`config.mk`:
```
export PLATFORM = sky130hd
export DESIGN_NAME = pdm_cic_decimator
export DESIGN_NICKNAME = d
export VERILOG_FILES = /design/src/rtl/pdm_cic_decimator.sv
export SDC_FILE = /design/constraint.sdc
export NUM_CORES = 1
export LEC_CHECK = 0
export BUFFER_PORTS_ARGS = -buffer_cell sky130_fd_sc_hd__buf_4
export CORE_AREA = 2 2 244 246
export DETAILED_ROUTE_END_ITERATION = 8
export DIE_AREA = 0 0 246 248
export SYNTH_ARGS = -nofsm -noshare
export SYNTH_HDL_FRONTEND = slang
export SYNTH_SLANG_ARGS = --single-unit
```
`constraint.sdc`:
```
create_clock -name clk -period 7.8 [get_ports clk]
set_clock_uncertainty 0.15 [all_clocks]
set_input_delay 0.78 -clock clk [delete_from_list [all_inputs] [get_ports clk]]
set_output_delay 0.78 -clock clk [all_outputs]
set_load 0.05 [all_outputs]
```
`src/rtl/pdm_cic_decimator.sv`:
```
// =============================================================================
// Module   : pdm_cic_decimator
// Purpose  : Avalon-ST CIC decimator, 2-bit signed PDM symbols to 16-bit PCM.
//            Optional build macro CIC_ROUND_EN: round-half-up with saturation.
// Revision : 1.0 - initial release
// =============================================================================
`default_nettype none

module pdm_cic_decimator #(
  parameter int ORDER  = 4,
  parameter int DEC    = 32,
  parameter int DIFF_M = 1,
  parameter int IN_W   = 2,
  parameter int OUT_W  = 16
) (
  input  logic                    clk,
  input  logic                    reset_n,
  input  logic signed [IN_W-1:0]  in_data,
  input  logic                    in_valid,
  input  logic [1:0]              in_error,
  output logic                    in_ready,
  output logic signed [OUT_W-1:0] out_data,
  output logic                    out_valid,
  output logic [1:0]              out_error,
  input  logic                    out_ready
);

  localparam int c_reg_w = IN_W + ORDER * $clog2(DEC * DIFF_M);
  localparam int c_shift = c_reg_w - OUT_W;
  localparam int c_cnt_w = $clog2(DEC);

  logic [c_cnt_w-1:0]        r_phase;
  logic signed [c_reg_w-1:0] r_integ     [ORDER];
  logic signed [c_reg_w-1:0] w_integ_nxt [ORDER];
  logic signed [c_reg_w-1:0] r_dly       [ORDER][DIFF_M];
  logic signed [c_reg_w-1:0] w_comb      [ORDER+1];
  logic [1:0]                r_err_acc;
  logic signed [OUT_W-1:0]   w_scaled;
  logic                      w_accept;
  logic                      w_fire;

  assign in_ready = !out_valid || out_ready;
  assign w_accept = in_valid && in_ready;
  assign w_fire   = w_accept && (r_phase == c_cnt_w'(DEC - 1));

  // Registered cascade: every stage adds the previous stage's old value.
  always_comb begin
    w_integ_nxt[0] = r_integ[0] + c_reg_w'(in_data);
    for (int k = 1; k < ORDER; k++) begin
      w_integ_nxt[k] = r_integ[k] + r_integ[k-1];
    end
  end

  // Comb chain runs on the freshly updated last integrator in the firing cycle.
  always_comb begin
    w_comb[0] = w_integ_nxt[ORDER-1];
    for (int k = 0; k < ORDER; k++) begin
      w_comb[k+1] = w_comb[k] - r_dly[k][DIFF_M-1];
    end
  end

`ifdef CIC_ROUND_EN
  localparam logic [c_reg_w:0] c_half_lsb = (c_reg_w + 1)'(1) << (c_shift - 1);

  logic [c_reg_w:0] w_rnd_sum;
  logic [OUT_W:0]   w_rnd_q;

  assign w_rnd_sum = {w_comb[ORDER][c_reg_w-1], w_comb[ORDER]} + c_half_lsb;
  assign w_rnd_q   = (OUT_W + 1)'(w_rnd_sum >> c_shift);

  always_comb begin
    w_scaled = w_rnd_q[OUT_W-1:0];
    if (w_rnd_q[OUT_W] != w_rnd_q[OUT_W-1]) begin
      w_scaled = w_rnd_q[OUT_W] ? {1'b1, {(OUT_W-1){1'b0}}} : {1'b0, {(OUT_W-1){1'b1}}};
    end
  end
`else
  assign w_scaled = OUT_W'(w_comb[ORDER] >>> c_shift);
`endif

  always_ff @(posedge clk or negedge reset_n) begin
    if (!reset_n) begin
      r_phase <= '0;
      for (int k = 0; k < ORDER; k++) begin
        r_integ[k] <= '0;
        for (int j = 0; j < DIFF_M; j++) begin
          r_dly[k][j] <= '0;
        end
      end
    end else if (w_accept) begin
      for (int k = 0; k < ORDER; k++) begin
        r_integ[k] <= w_integ_nxt[k];
      end
      r_phase <= w_fire ? '0 : r_phase + c_cnt_w'(1);
      if (w_fire) begin
        for (int k = 0; k < ORDER; k++) begin
          r_dly[k][0] <= w_comb[k];
          for (int j = 1; j < DIFF_M; j++) begin
            r_dly[k][j] <= r_dly[k][j-1];
          end
        end
      end
    end
  end

  // A fire can only happen when the held result is absent or being consumed.
  always_ff @(posedge clk or negedge reset_n) begin
    if (!reset_n) begin
      r_err_acc <= 2'b00;
      out_valid <= 1'b0;
      out_data  <= '0;
      out_error <= 2'b00;
    end else begin
      if (w_accept) begin
        r_err_acc <= w_fire ? 2'b00 : (r_err_acc | in_error);
      end
      if (w_fire) begin
        out_valid <= 1'b1;
        out_data  <= w_scaled;
        out_error <= r_err_acc | in_error;
      end else if (out_ready) begin
        out_valid <= 1'b0;
      end
    end
  end

endmodule

`default_nettype wire

```
# Word level (Yosys, flattened, before mapping)
# Cells that the tools add are included.
[totals]
register_bits = 202
elab_cells = 34
inputBits = 8
[classes]
bitwise = 1
eq_ne = 1
n_mux = 4
n_reduce_logical = 6
add_sub_neg = 9
[ops]
columns = ["operator", "count"]
rows = [
  ["$sub 22x22->22", 4],
  ["$add 22x22->22", 3],
  ["$add 22x2->22", 1],
  ["$add 5x1->5 const B", 1],
  ["$eq 5x5->1 const B", 1],
  ["$mux 5", 1],
  ["$logic_and 1x1->1", 2],
  ["$mux 1", 2],
  ["$mux 2", 1],
  ["$or 2x2->2", 1],
  ["$reduce_and 2->1", 1],
  ["$reduce_bool 2->1", 1],
  ["$logic_not 1->1", 1],
  ["$logic_or 1x1->1", 1],
]

# Longest topological paths before layout
# Gate-level depths: netlist of run 1.
[depth]
word_depth = 5
depth_mapped = 43
ltp_nobuf = 42

# Worst setup path after synthesis of run 1
# OpenSTA, ideal clock, no wires.
[synth_timing]
path_type = "register to register"
startpoint = "reg r_integ[22] (netlist name)"
endpoint = "reg out_data[15]"
setup_ns = 0.130
arrival_time_ns = 7.017
path_slack_ns = 0.502
synth_period_minus_slack_ns = 7.298
required_time_ns = 7.520
path_buffers = 0
stages_incl_launch_ff = 42
cell_sequence = "dfrtp_1 -> ha_1 -> inv_1 -> fa_1 -> nor2b_1 -> o21ai_0 -> a21boi_0 -> o21ai_0 -> a21boi_0 -> nor2_1 -> ha_1 -> inv_1 -> a21oi_1 -> o41a_1 -> o21ai_0 -> nand2b_1 -> a21oi_1 -> xnor2_1 -> [6 not listed] -> xnor2_1 -> ha_1 -> and2_1 -> nor2_1 -> o21ai_0 -> xor2_1 -> ha_1 -> o21a_1 -> nor2_1 -> nor2_1 -> a31oi_1 -> nor2_1 -> o31a_1 -> o41a_1 -> a21oi_1 -> o21bai_1 -> xnor3_1 -> o21ai_1"
[synth_lines]
columns = ["item", "line", "text"]
rows = [
  ["start: declaration", "33", "logic signed [c_reg_w-1:0] r_integ [ORDER];"],
  ["start signal: indexed assignment", "92", "r_integ[k] <= w_integ_nxt[k];"],
  ["end signal: assignment", "119", "out_data <= w_scaled;"],
  ["end: declaration", "22", "output logic signed [OUT_W-1:0] out_data,"],
]

==> summary by stage, run 1 <==
Floorplan
The row count is 89. The I/O pin count is 28. The width of the die is 246 um. The starting density of the core is 0.2465. The core area is ~58000 sq um. The floorplan step defined a die boundary enclosing slightly above 60000 sq um. From bottom edge to top edge, the die measures between 200 and 250 um.

Detailed routing
In the routed layout, each cell is associated on average with a via count of ~4.4. The number of remaining DRC errors is 0. The final wirelength is 28.59 mm.

For this block, the via count after detailed routing is 11230. The antenna violation net count after detailed routing is 0. The average wire per standard cell is between 10 and 15 um.

Before antenna repair, the detailed router went through 5 iterations. The starting DRC count in detailed routing is around 400.

GRT
The number of global-route vias before repair is 11140. met2 is the most crowded layer. The first global-routing pass estimated 49.71 mm of wire. The met1 capacity usage during global routing is 0.1116. In the global route stage, overall resource usage came out at 0.09354.

The number of antenna violations at the first check in global routing is 0. The global-route track usage on met3 is 0.01265. The total overflow left after global routing is 0.

For met2 alone, demand over resource in global routing was 0.1728. Entering global routing, the biggest net connects about 120 pins.

Placed design
Before CTS, the worst setup slack after placement is -0.1120 ns. The HPWL after detailed placement is 20.59 mm. After detailed placement, the design holds a cell count of 2465.

The number of I/O port buffers is 27. The final weighted congestion of routability-driven global placement is 0.8235. The post-detailed-placement cell area is 15610 sq um.

Clock network
The clock sink count is 202. The cell sitting at the root of the clock tree is a sky130_fd_sc_hd__clkbuf_16. The clock tree from TritonCTS is done. The longest clock path from root to sink contains 3 buffers. CTS built an H-tree with a depth of 1. The worst-skew pair later-pin latency is 0.53 ns. The register clock-pin slew on the reported worst setup and hold paths is 0.06 ns. TritonCTS created 26 clock buffers.

Layout
The fill cell total of the finished layout is 6056. Once layout is done, the placed cells without fillers occupy 16950 sq um. The count of cells in the finished layout, fillers not included, comes to 2532. The total inserted antenna cells is 0. The post-synthesis to final-layout area growth is 17.62%.

After the last flow step, the layout net total stands at 1923. Of the cells placed in the final design, the portion with a size suffix greater than 1 is 0.1143.

Synthesis
After synthesis, the most frequently instantiated cells are sky130_fd_sc_hd__nand2_1 (274), sky130_fd_sc_hd__o21ai_0 (211), sky130_fd_sc_hd__dfrtp_1 (202), sky130_fd_sc_hd__ha_1 (169), sky130_fd_sc_hd__inv_1 (147). The post-synthesis async set-or-reset flop share is 1.000. The proportion of synthesized chip area in sequential cells is 0.3508.

Yosys mapped the design onto 67 distinct sky130hd cell types. The primary flip-flop cell chosen by synthesis mapping is sky130_fd_sc_hd__dfrtp_1. Counting flops and latches in the post-synthesis netlist gives 202.

The synthesized net count is 1870. The cell area after technology mapping is 14410 sq um. Each instance of the synthesized netlist takes up on average between 8 and 9 sq um. The count of flip-flops with a built-in enable after synthesis is 0.

In the post-synthesis netlist, the biggest area contributors are sky130_fd_sc_hd__dfrtp_1 (35%), sky130_fd_sc_hd__ha_1 (15%), sky130_fd_sc_hd__o21ai_0 (7.3%). Of the post-synthesis cell area, the dominant cell type holds 0.3508. The synthesis warning total is 0. The cell with the most instances after synthesis is sky130_fd_sc_hd__nand2_1.

The largest total area in the synthesized netlist belongs to sky130_fd_sc_hd__dfrtp_1. The gate count after technology mapping is about 1700.

Outcome
The flow ran to the end, and the final reports show no timing, DRC or antenna violations.

Worst setup path
The capturing element type of the critical path is a flip-flop. The startpoint of the worst register-to-register path is r_integ[1]$_DFFE_PN0P_. The critical path starts at r_integ[1]$_DFFE_PN0P_.

The highest-delay cell along the critical path is sky130_fd_sc_hd__o41a_1. STA classifies the critical path startpoint as a flip-flop. Along the worst path, the maximum fanout reaches 4. STA puts the critical path data arrival time at 7.59 ns. The largest single stage delay on the critical path is 0.42 ns.

Data on the critical path is required at its endpoint by ~8.0 ns. The type of the worst setup path is flip-flop to flip-flop. The most frequent cell on the critical path is sky130_fd_sc_hd__ha_1.

Timing
The worst path needs 7.360 ns of the cycle, external delays included. Of the available clock period, the critical path in the final layout requires 0.9436. The worst hold slack is 0.1389 ns. The final setup violation count is 0. The number of pins exceeding their max-slew limit in the final report was 0. The worst slew slack as a fraction of its limit is 0.3082. Setup slack closes at 0.4396 ns. The count of endpoints failing hold in the final timing report is 0. The worst-margin pin slew is 1.034 ns.

The highest achievable clock rate is 135.9 MHz.

Worst hold path
The path class of the tightest hold or removal check is primary input to async pin.

Job
Max-cap violations in this run came to 0.
==> cell families (layout without fill, tap and decap cells) <==
family	Yosys count	count (layout)	synth area share
adders and majority gates	176	176	0.1565
muxes	14	14	0.01068
and+or+nand+nor	477	477	0.1428
AOI/OAI and AO/OA	490	490	0.2035
DFF	202	202	0.3508
xor gates and xnor gates	134	134	0.08500
buffers and inverters	193	266	0.05079
==> state kept, by name (all words and copies together) (netlist names) <==
signal / cells
r_phase: 5
r_err_acc: 2
out_valid: 1
r_dly: 88
out_data: 16
r_integ: 88
out_error: 2
==> layer usage <==
metal | share of wire | wire length (um)
met4 | 0.026 | 743
met2 | 0.49 | 13900
met5 | 0 | 0
met3 | 0.026 | 744
met1 | 0.46 | 13200
==> per-stage QoR <==
step           TNS [ns]  utilization
6_report              0       0.2900
5_1_grt        -0.08315       0.2900
4_1_cts               0       0.2824
3_5_place_dp    -0.1120       0.2670
3_3_place_gp          0       0.2670
2_1_floorplan         0            -
==> layout make-up <==
cell class              instances  area, sq um  share of cell area
clock buffers                  38        767.0             0.04525
clock inverters                10        128.9            0.007603
inverters                     148        555.5             0.03277
multi-input cells            1291         8932              0.5269
flip-flops and latches        202         5055              0.2982
well taps                     773        967.2             0.05706
repair buffers                 70        545.5             0.03218
==> critical path, delay by kind of cell, from the launching register on <==
family | cells | cell delay, ns
AO/OA/AOI/OAI | 19 | 3.48
XOR/XNOR | 4 | 0.64
adder cells (fa/ha/maj) | 5 | 1.62
buffers and inverters | 2 | 0.26
flip-flops | 1 | 0.40
AND/OR/NAND/NOR | 5 | 0.62
==> layout by cell type (no fill, tap or decap), types with 20 or more instances in the layout <==
cell,n
sky130_fd_sc_hd__a21o_1,33
sky130_fd_sc_hd__a21oi_1,88
sky130_fd_sc_hd__buf_4,68
sky130_fd_sc_hd__clkbuf_16,27
sky130_fd_sc_hd__dfrtp_1,202
sky130_fd_sc_hd__ha_1,164
sky130_fd_sc_hd__inv_1,146
sky130_fd_sc_hd__nand2_1,272
sky130_fd_sc_hd__nand3_1,23
sky130_fd_sc_hd__nor2_1,79
sky130_fd_sc_hd__nor3_1,20
sky130_fd_sc_hd__o21a_1,22
sky130_fd_sc_hd__o21ai_0,201
sky130_fd_sc_hd__o21bai_1,22
sky130_fd_sc_hd__xnor2_1,72
sky130_fd_sc_hd__xor2_1,49
==> path summary, 6_finish.rpt <==
path	to	slack, ns	depth (start not counted)
worst max-delay path	out_data[15]$_DFFE_PN0P_	0.44	35
worst min-delay path	r_dly[1]$_DFFE_PN0P_	0.14	1
worst max register to register	out_data[15]$_DFFE_PN0P_	0.44	35
worst min register to register	r_phase[4]$_DFFE_PN0P_	0.33	2
max in group asynchronous	r_integ[43]$_DFFE_PN0P_	6.19	2
min in group clk	r_phase[4]$_DFFE_PN0P_	0.33	2
==> what timing repair did <==
| item | CTS | global route |
|---|---|---|
| endpoints found under the hold margin | 0 | 0 |
| hold buffers | 0 | 0 |
| endpoints found under the setup margin | 2 | 7 |
| setup buffers | 0 | 19 |
| pin swaps | 0 | 42 |
| gates resized for setup | 3 | 70 |
Power of run 1 is not shown: default switching activity piles up to over one toggle a cycle in this logic, so the estimate is an artifact.
==> run 2, diff against run 1 <==
ABC_AREA = 1   (was default)
CORE_AREA = 2 2 254 256   (was 2 2 244 246)
DIE_AREA = 0 0 256 258   (was 0 0 246 248)
SLEW_MARGIN = 30   (was default)
==> run 2 against run 1 <==
Synthesized cell count is 23% higher. Critical path depth is 6 higher. First-iteration DRC count is 57% higher. Die area is 8.3% higher. Global-route usage is 1.6 points higher. Sequential share of layout area is 1.7 points lower. Via count is 18% higher. Core utilization is 0.77 points lower. Worst hold slack worse by 0.067 ns. Setup slack better by 0.15 ns. Clock-buffer cell count is 1 higher. Largest cell class unchanged.
==> summary by stage, run 2 <==
Detailed routing
The antenna violation net count after detailed routing is 0 (unchanged). The via density per instance is 4.478 (was 4.434). The final wirelength is 36.71 mm (was 28.59 mm). The number of remaining DRC errors was 0 (unchanged).

The total vias in the final route is 13290 (was 11230). The count of TritonRoute iterations in the first routing pass is 5 (unchanged). The average wire per standard cell is 12.37 um (was 11.29 um). The starting DRC count in detailed routing is 630 (was 402).

Floorplan
The vertical die dimension is 258 um (was 248 um). The core area is 63650 sq um (was 58460 sq um). The starting density of the core is 0.2463 (was 0.2465). The width of the die is 256 um (was 246 um). The I/O pin count was 28 (unchanged). The area of the die is 66050 sq um (was 61010 sq um). The row count is 93 (was 89).

Timing
The count of endpoints failing hold in the final timing report is 0 (unchanged). The total negative setup slack is 0 ns (unchanged). The final clock period utilization by the worst path came to 0.9238 (was 0.9436). The final setup violation count is 0 (unchanged).

The highest achievable clock rate came to 138.8 MHz (was 135.9 MHz). The worst-margin pin slew came to 0.8427 ns (was 1.034 ns). The post-route minimum period is 7.206 ns (was 7.360 ns). The number of pins exceeding their max-slew limit in the final report was 0 (unchanged).

The worst slew slack as a fraction of its limit was 0.4382 (was 0.3082). The final worst slack is 0.5940 ns (was 0.4396 ns).

Clock network
The worst-skew pair later-pin latency was 0.54 ns (was 0.53 ns). The maximum count of clock buffers along a single path is 3 (unchanged). The clock tree from TritonCTS is done (unchanged). The number of clock buffers inserted by TritonCTS was 24 (was 26).

The clock sink count is 202 (unchanged). The register clock-pin slew on the reported worst setup and hold paths is 0.06 ns (about the same). The count of H-tree levels built during CTS is 1 (unchanged).

The root buffer cell is sky130_fd_sc_hd__clkbuf_16 (unchanged).

Synthesis
The share of Yosys cell area claimed by the top area cell type is 0.3224 (was 0.3508). The synthesized net count came to 2253 (was 1870). The number of flip-flops and latches in the synthesized netlist is 202 (unchanged). The cell area after technology mapping is 15680 sq um (was 14410 sq um). The post-synthesis async set-or-reset flop share came to 1.000 (unchanged).

The count of flip-flops with a built-in enable after synthesis came to 0 (unchanged). Top cells by instance count after synthesis: sky130_fd_sc_hd__nand2_1 (532), sky130_fd_sc_hd__inv_1 (213), sky130_fd_sc_hd__dfrtp_1 (202), sky130_fd_sc_hd__o21ai_0 (197), sky130_fd_sc_hd__ha_1 (169) (was sky130_fd_sc_hd__nand2_1 (274), sky130_fd_sc_hd__o21ai_0 (211), sky130_fd_sc_hd__dfrtp_1 (202), sky130_fd_sc_hd__ha_1 (169), sky130_fd_sc_hd__inv_1 (147)). The number of distinct library cells after synthesis is 57 (was 67). The average cell area after synthesis is 7.578 sq um (was 8.548 sq um).

The cell taking the most area after synthesis is sky130_fd_sc_hd__dfrtp_1 (unchanged). The proportion of synthesized chip area in sequential cells is 0.3224 (was 0.3508). The gate count after technology mapping is 2069 (was 1686). The synthesis warning total was 0 (unchanged). The primary flip-flop cell chosen by synthesis mapping is sky130_fd_sc_hd__dfrtp_1 (unchanged). Main area contributors after synthesis: sky130_fd_sc_hd__dfrtp_1 (32%), sky130_fd_sc_hd__ha_1 (13%), sky130_fd_sc_hd__nand2_1 (13%) (was sky130_fd_sc_hd__dfrtp_1 (35%), sky130_fd_sc_hd__ha_1 (15%), sky130_fd_sc_hd__o21ai_0 (7.3%)). The cell with the most instances after synthesis is sky130_fd_sc_hd__nand2_1 (unchanged).

Worst setup path
The type of the worst setup path is flip-flop to flip-flop (unchanged). The highest-delay cell along the critical path is sky130_fd_sc_hd__dfrtp_1 (was sky130_fd_sc_hd__o41a_1). The data required time of the critical path is 8.12 ns (was 8.03 ns). The maximum fanout along the worst path came to 6 (was 4). The capturing element type of the critical path is a flip-flop (unchanged).

The delay of the slowest cell on the worst path was 0.41 ns (was 0.42 ns). The most frequent cell on the critical path is sky130_fd_sc_hd__nand2_1 (was sky130_fd_sc_hd__ha_1). The startpoint class of the critical path is a flip-flop (unchanged).

The data arrival time of the critical path is 7.53 ns (was 7.59 ns).

Layout
The proportion of layout cells with a drive suffix above 1 was 0.09039 (was 0.1143). The filler-free cell count of the finished design was 2968 (was 2532). The commonest non-fill, non-tap cell in the layout is sky130_fd_sc_hd__nand2_1 (unchanged). Most used cells in the layout excluding fill and tap cells: sky130_fd_sc_hd__nand2_1 (527), sky130_fd_sc_hd__inv_1 (213), sky130_fd_sc_hd__dfrtp_1 (202) (was sky130_fd_sc_hd__nand2_1 (272), sky130_fd_sc_hd__dfrtp_1 (202), sky130_fd_sc_hd__o21ai_0 (201)). The total inserted antenna cells is 0 (unchanged). Leading registers by flop count: r_dly (88), r_integ (88), out_data (16) (unchanged).

The number of nets at the end of the flow was 2281 (was 1923). The summed area of non-filler cells in the final layout is 17970 sq um (was 16950 sq um). The post-synthesis to final-layout area growth came to 14.60% (was 17.62%).

Placed design
The final weighted congestion of routability-driven global placement is 0.8695 (was 0.8235). The post-detailed-placement cell area came to 16860 sq um (was 15610 sq um). The post-place setup slack is 0.005826 ns (was -0.1120 ns). The cell count after placement is 2918 (was 2465). The HPWL after detailed placement is 27.53 mm (was 20.59 mm). The number of I/O port buffers was 27 (unchanged).

GRT
The number of global-route vias before repair is 13080 (was 11140). The maximum number of pins on one net before global-route repair was 85 (was 123). The overall track demand over capacity in global routing was 0.1100 (was 0.09354). The first-pass GRT wire length is 62.21 mm (was 49.71 mm). The overflow left after global routing is 0 (unchanged). The number of antenna violations at the first check in global routing was 0 (unchanged).

Outcome
Result of the run: complete, no violations (unchanged).

Job
The max-cap violation count came to 0 (unchanged).

Worst hold path
The path category of the worst min-delay check is primary input to async pin (unchanged).
==> run 2: cell types whose count changed in the layout (fill, tap and decap cells not counted), moves of 17 or more <==
cell / previous run / this run
sky130_fd_sc_hd__buf_4: 68 / 42
sky130_fd_sc_hd__nand4_1: 4 / 22
sky130_fd_sc_hd__inv_1: 146 / 213
sky130_fd_sc_hd__nor2_1: 79 / 96
sky130_fd_sc_hd__o21a_1: 22 / 3
sky130_fd_sc_hd__nand2_1: 272 / 527
sky130_fd_sc_hd__nand3_1: 23 / 77
sky130_fd_sc_hd__a21o_1: 33 / 15
sky130_fd_sc_hd__xnor2_1: 72 / 50
sky130_fd_sc_hd__o21ai_1: 7 / 33
sky130_fd_sc_hd__a21oi_1: 88 / 155
sky130_fd_sc_hd__xor2_1: 49 / 68
==> run 2: logic make-up (layout without fill, tap and decap cells) <==
logic type	count (synthesis)	in the layout	synth area share
AOI/OAI and AO/OA	497	497	0.1788
xor gates and xnor gates	129	129	0.07206
adders and majority gates	176	176	0.1438
buffers and inverters	256	300	0.06248
DFF	202	202	0.3224
and+or+nand+nor	809	809	0.2205
==> run 2: routing by layer <==
metal,vias up,GRT usage,routed length [um]
li1,7019,-,-
met2,144,0.1925,17100
met5,-,0,0
met4,0,0.02810,945
met1,6071,0.1435,17790
met3,58,0.01345,871
==> run 2: final timing paths <==
kind	from	to	slack (ns)	cells past startpoint
max in group asynchronous	reset_n	r_integ[52]$_DFFE_PN0P_	6.08	2
max	r_integ[25]$_DFFE_PN0P_	out_data[15]$_DFFE_PN0P_	0.59	41
min in group clk	r_phase[3]$_DFFE_PN0P_	r_phase[3]$_DFFE_PN0P_	0.32	1
min	reset_n	r_dly[22]$_DFFE_PN0P_	0.07	1
max reg2reg	r_integ[25]$_DFFE_PN0P_	out_data[15]$_DFFE_PN0P_	0.59	41
min reg2reg	r_phase[3]$_DFFE_PN0P_	r_phase[3]$_DFFE_PN0P_	0.32	1
==> run 2: critical path, delay by kind of cell, from the launching register on <==
kind	cells	cell delay, ns
AOI/OAI and AO/OA	9	1.25
DFF	1	0.41
xor gates and xnor gates	4	0.68
and+or+nand+nor	20	2.80
adders and majority gates	5	1.64
buffers and inverters	3	0.25
==> run 2: metrics by stage <==
stage | util | hold slack [ns]
after global placement | 0.2649 | 0.3020
after CTS | 0.2770 | 0.1105
after global routing | 0.2823 | 0.1353
after detailed placement | 0.2649 | 0.3076
after floorplan | - | 0.2848
final | 0.2823 | 0.07224
==> run 2: what timing repair did <==
| action | in CTS | in global routing |
|---|---|---|
| endpoints found under the setup margin | 1 | 4 |
| pin swaps | 0 | 18 |
| hold buffers | 0 | 0 |
| cloned | 0 | 0 |
| buffers inserted | 0 | 8 |
| gates resized for setup | 1 | 54 |
==> run 2: cell type report <==
| type | count | area (sq um) |
|---|---|---|
| fill | 6864 | 45680 |
| clock inverter | 3 | 40.04 |
| tap | 855 | 1070 |
| sequential | 202 | 5055 |
| timing repair buffer | 43 | 330.3 |
| inverter | 215 | 809.5 |
| clock buffer | 39 | 728.2 |
| multi-input combinational | 1611 | 9935 |
Power of run 2 is left out for the same reason.
==> run 3, diff against run 2 <==
CORE_AREA = 2 2 172 174   (was 2 2 254 256)
DIE_AREA = 0 0 174 176   (was 0 0 256 258)
PLACE_DENSITY = 0.73   (was default)
==> run 3 against run 2 <==
Die area is 54% lower. First-iteration DRC count is 40% higher. Critical path type unchanged. Critical path depth is 3 lower. Core utilization is 33 points higher. Worst hold slack better by 0.099 ns. Setup slack worse by 0.093 ns. Fmax is 1.3% lower. Register-to-register slack worse by 0.09 ns. Routed wire length is 3.2% higher. Clock-buffer cell count is 8 lower. Sequential share of layout area is 1.0 points higher. Via count is 3.7% higher.
==> summary by stage, run 3 (synthesis gave the netlist of run 2 again) <==
Worst setup path
The data arrival time of the critical path was 7.61 ns (was 7.53 ns). The most frequent cell on the critical path is sky130_fd_sc_hd__nand2_1 (unchanged). The startpoint of the worst register-to-register path is r_integ[2]$_DFFE_PN0P_ (was r_integ[25]$_DFFE_PN0P_). The delay of the slowest cell on the worst path is 0.39 ns (was 0.41 ns).

The endpoint of the worst setup timing path is out_data[15]$_DFFE_PN0P_ (unchanged). The end of the worst register-to-register path is out_data[15]$_DFFE_PN0P_ (unchanged). The highest-delay cell along the critical path is sky130_fd_sc_hd__dfrtp_1 (unchanged).

The capturing element type of the critical path is a flip-flop (unchanged). The start point of the critical path is r_integ[2]$_DFFE_PN0P_ (was r_integ[25]$_DFFE_PN0P_). The maximum fanout along the worst path is 6 (unchanged). The number of cells on the worst reg-to-reg path is 38 (was 41).

The data required time of the critical path came to 8.11 ns (was 8.12 ns). The type of the worst setup path is flip-flop to flip-flop (unchanged). The startpoint class of the critical path is a flip-flop (unchanged). The register-to-register setup slack is 0.50 ns (was 0.59 ns).

Detailed routing
The count of TritonRoute iterations in the first routing pass is 5 (unchanged). The antenna violation net count after detailed routing is 0 (unchanged). The via density per instance was 5.509 (was 4.478). The average wire per standard cell was 15.14 um (was 12.37 um). The starting DRC count in detailed routing is 881 (was 630). The final wirelength was 37.90 mm (was 36.71 mm). The total vias in the final route is 13790 (was 13290).

The number of remaining DRC errors is 0 (unchanged).

Timing
Setup repair after global routing left no endpoint under its margin. The worst hold slack came to 0.1709 ns (was 0.07224 ns). The post-route minimum period was 7.299 ns (was 7.206 ns). The final setup violation count came to 0 (unchanged). The total negative setup slack was 0 ns (unchanged). The count of endpoints failing hold in the final timing report came to 0 (unchanged). The worst slew slack as a fraction of its limit is 0.4367 (was 0.4382). The highest achievable clock rate is 137.0 MHz (was 138.8 MHz). The worst-margin pin slew is 0.8439 ns (was 0.8427 ns). The final clock period utilization by the worst path came to 0.9358 (was 0.9238). The number of pins exceeding their max-slew limit in the final report is 0 (unchanged).

Outcome
Result of the run: complete, no violations (unchanged).

GRT
The number of antenna violations at the first check in global routing is 0 (unchanged). The overall track demand over capacity in global routing came to 0.2504 (was 0.1100). The maximum number of pins on one net before global-route repair was 87 (was 85). The number of global-route vias before repair was 13600 (was 13080). The overflow left after global routing was 0 (unchanged).

The first-pass GRT wire length was 63.99 mm (was 62.21 mm).

Placed design
The HPWL after detailed placement is 28.98 mm (was 27.53 mm). The cell count after placement came to 2455 (was 2918). The number of I/O port buffers was 27 (unchanged). The final weighted congestion of routability-driven global placement is 0.9314 (was 0.8695).

The post-detailed-placement cell area was 16330 sq um (was 16860 sq um).

Layout
The total inserted antenna cells came to 0 (unchanged). The post-synthesis to final-layout area growth was 10.61% (was 14.60%). Leading registers by flop count: r_dly (88), r_integ (88), out_data (16) (unchanged).

The multi-input gate area in the final layout is 9841 sq um (was 9935 sq um). The proportion of layout cells with a drive suffix above 1 is 0.08919 (was 0.09039). The filler-free cell count of the finished design is 2503 (was 2968). The number of nets at the end of the flow is 2287 (was 2281).

The fill cell total of the finished layout was 2663 (was 6864). The summed area of non-filler cells in the final layout is 17340 sq um (was 17970 sq um). The register area is 5055 sq um (unchanged). Most used cells in the layout excluding fill and tap cells: sky130_fd_sc_hd__nand2_1 (529), sky130_fd_sc_hd__inv_1 (213), sky130_fd_sc_hd__dfrtp_1 (202) (was sky130_fd_sc_hd__nand2_1 (527), sky130_fd_sc_hd__inv_1 (213), sky130_fd_sc_hd__dfrtp_1 (202)). The commonest non-fill, non-tap cell in the layout is sky130_fd_sc_hd__nand2_1 (unchanged).

Floorplan
The core area was 28550 sq um (was 63650 sq um). The width of the die came to 174 um (was 256 um). The vertical die dimension was 176 um (was 258 um). The I/O pin count is 28 (unchanged). The row count was 62 (was 93). The starting density of the core is 0.5492 (was 0.2463). The area of the die is 30620 sq um (was 66050 sq um).

Clock network
The clock sink count is 202 (unchanged). The number of clock buffers inserted by TritonCTS is 24 (unchanged). The count of H-tree levels built during CTS is 1 (unchanged).

The count of hold buffers inserted by post-cts repair is 0 (unchanged). The worst-skew pair later-pin latency is 0.52 ns (was 0.54 ns). The register clock-pin slew on the reported worst setup and hold paths is 0.06 ns (about the same). The clock tree from TritonCTS was done (unchanged). The root buffer cell is sky130_fd_sc_hd__clkbuf_16 (unchanged). The maximum count of clock buffers along a single path came to 3 (unchanged).

Worst hold path
The path category of the worst min-delay check was primary input to async pin (unchanged).

Job
The max-cap violation count came to 0 (unchanged).
==> run 3: metrics by stage <==
step	setup slack, ns	util
after floorplan	1.081	-
after global placement	0.2758	0.5720
after detailed placement	0.07159	0.5720
after CTS	0.05101	0.5995
after global routing	0.004871	0.6075
final	0.5009	0.6075
==> run 3: worst max-delay path, delay by kind of cell (launching register included) <==
family                   cells  cell delay, ns
AND/OR/NAND/NOR             17            2.04
adder cells (fa/ha/maj)      5            1.79
flip-flops                   1            0.39
XOR/XNOR                     5            1.09
AO/OA/AOI/OAI                9            1.57
buffers and inverters        2            0.18
==> run 3: how the worst min path moves through the flow <==
stage / start / to / slack (ns) / depth (start not counted)
2_1_floorplan: r_phase[3]$_DFFE_PN0P_ / r_phase[3]$_DFFE_PN0P_ / 0.28 / 1
3_3_place_gp: r_phase[3]$_DFFE_PN0P_ / r_phase[3]$_DFFE_PN0P_ / 0.31 / 1
3_5_place_dp: r_phase[3]$_DFFE_PN0P_ / r_phase[3]$_DFFE_PN0P_ / 0.31 / 1
4_1_cts: reset_n / r_dly[52]$_DFFE_PN0P_ / 0.19 / 1
5_1_grt: reset_n / r_dly[61]$_DFFE_PN0P_ / 0.22 / 1
6_report: reset_n / r_dly[53]$_DFFE_PN0P_ / 0.17 / 1
==> run 3: per-layer routing <==
| metal | track usage | vias to the layer above | share of wire |
|---|---|---|---|
| met1 | 0.3244 | 6457 | 0.46 |
| met3 | 0.02326 | 62 | 0.033 |
| li1 | - | 7031 | - |
| met4 | 0.07388 | 0 | 0.022 |
| met5 | 0 | - | 0 |
| met2 | 0.4462 | 238 | 0.48 |
==> run 3: what timing repair did <==
| item | in CTS | in global routing |
|---|---|---|
| setup endpoints to repair | 1 | 4 |
| pin swaps | 0 | 12 |
| setup buffers | 0 | 6 |
| gates resized for setup | 1 | 37 |
==> run 3: layout make-up <==
cell class,count,area share
clock inverters,11,0.006638
well taps,384,0.02771
inverters,215,0.04661
clock buffers,31,0.03853
flip-flops and latches,202,0.2915
repair buffers,49,0.02157
multi-input cells,1611,0.5675
Power of run 3 is left out for the same reason.
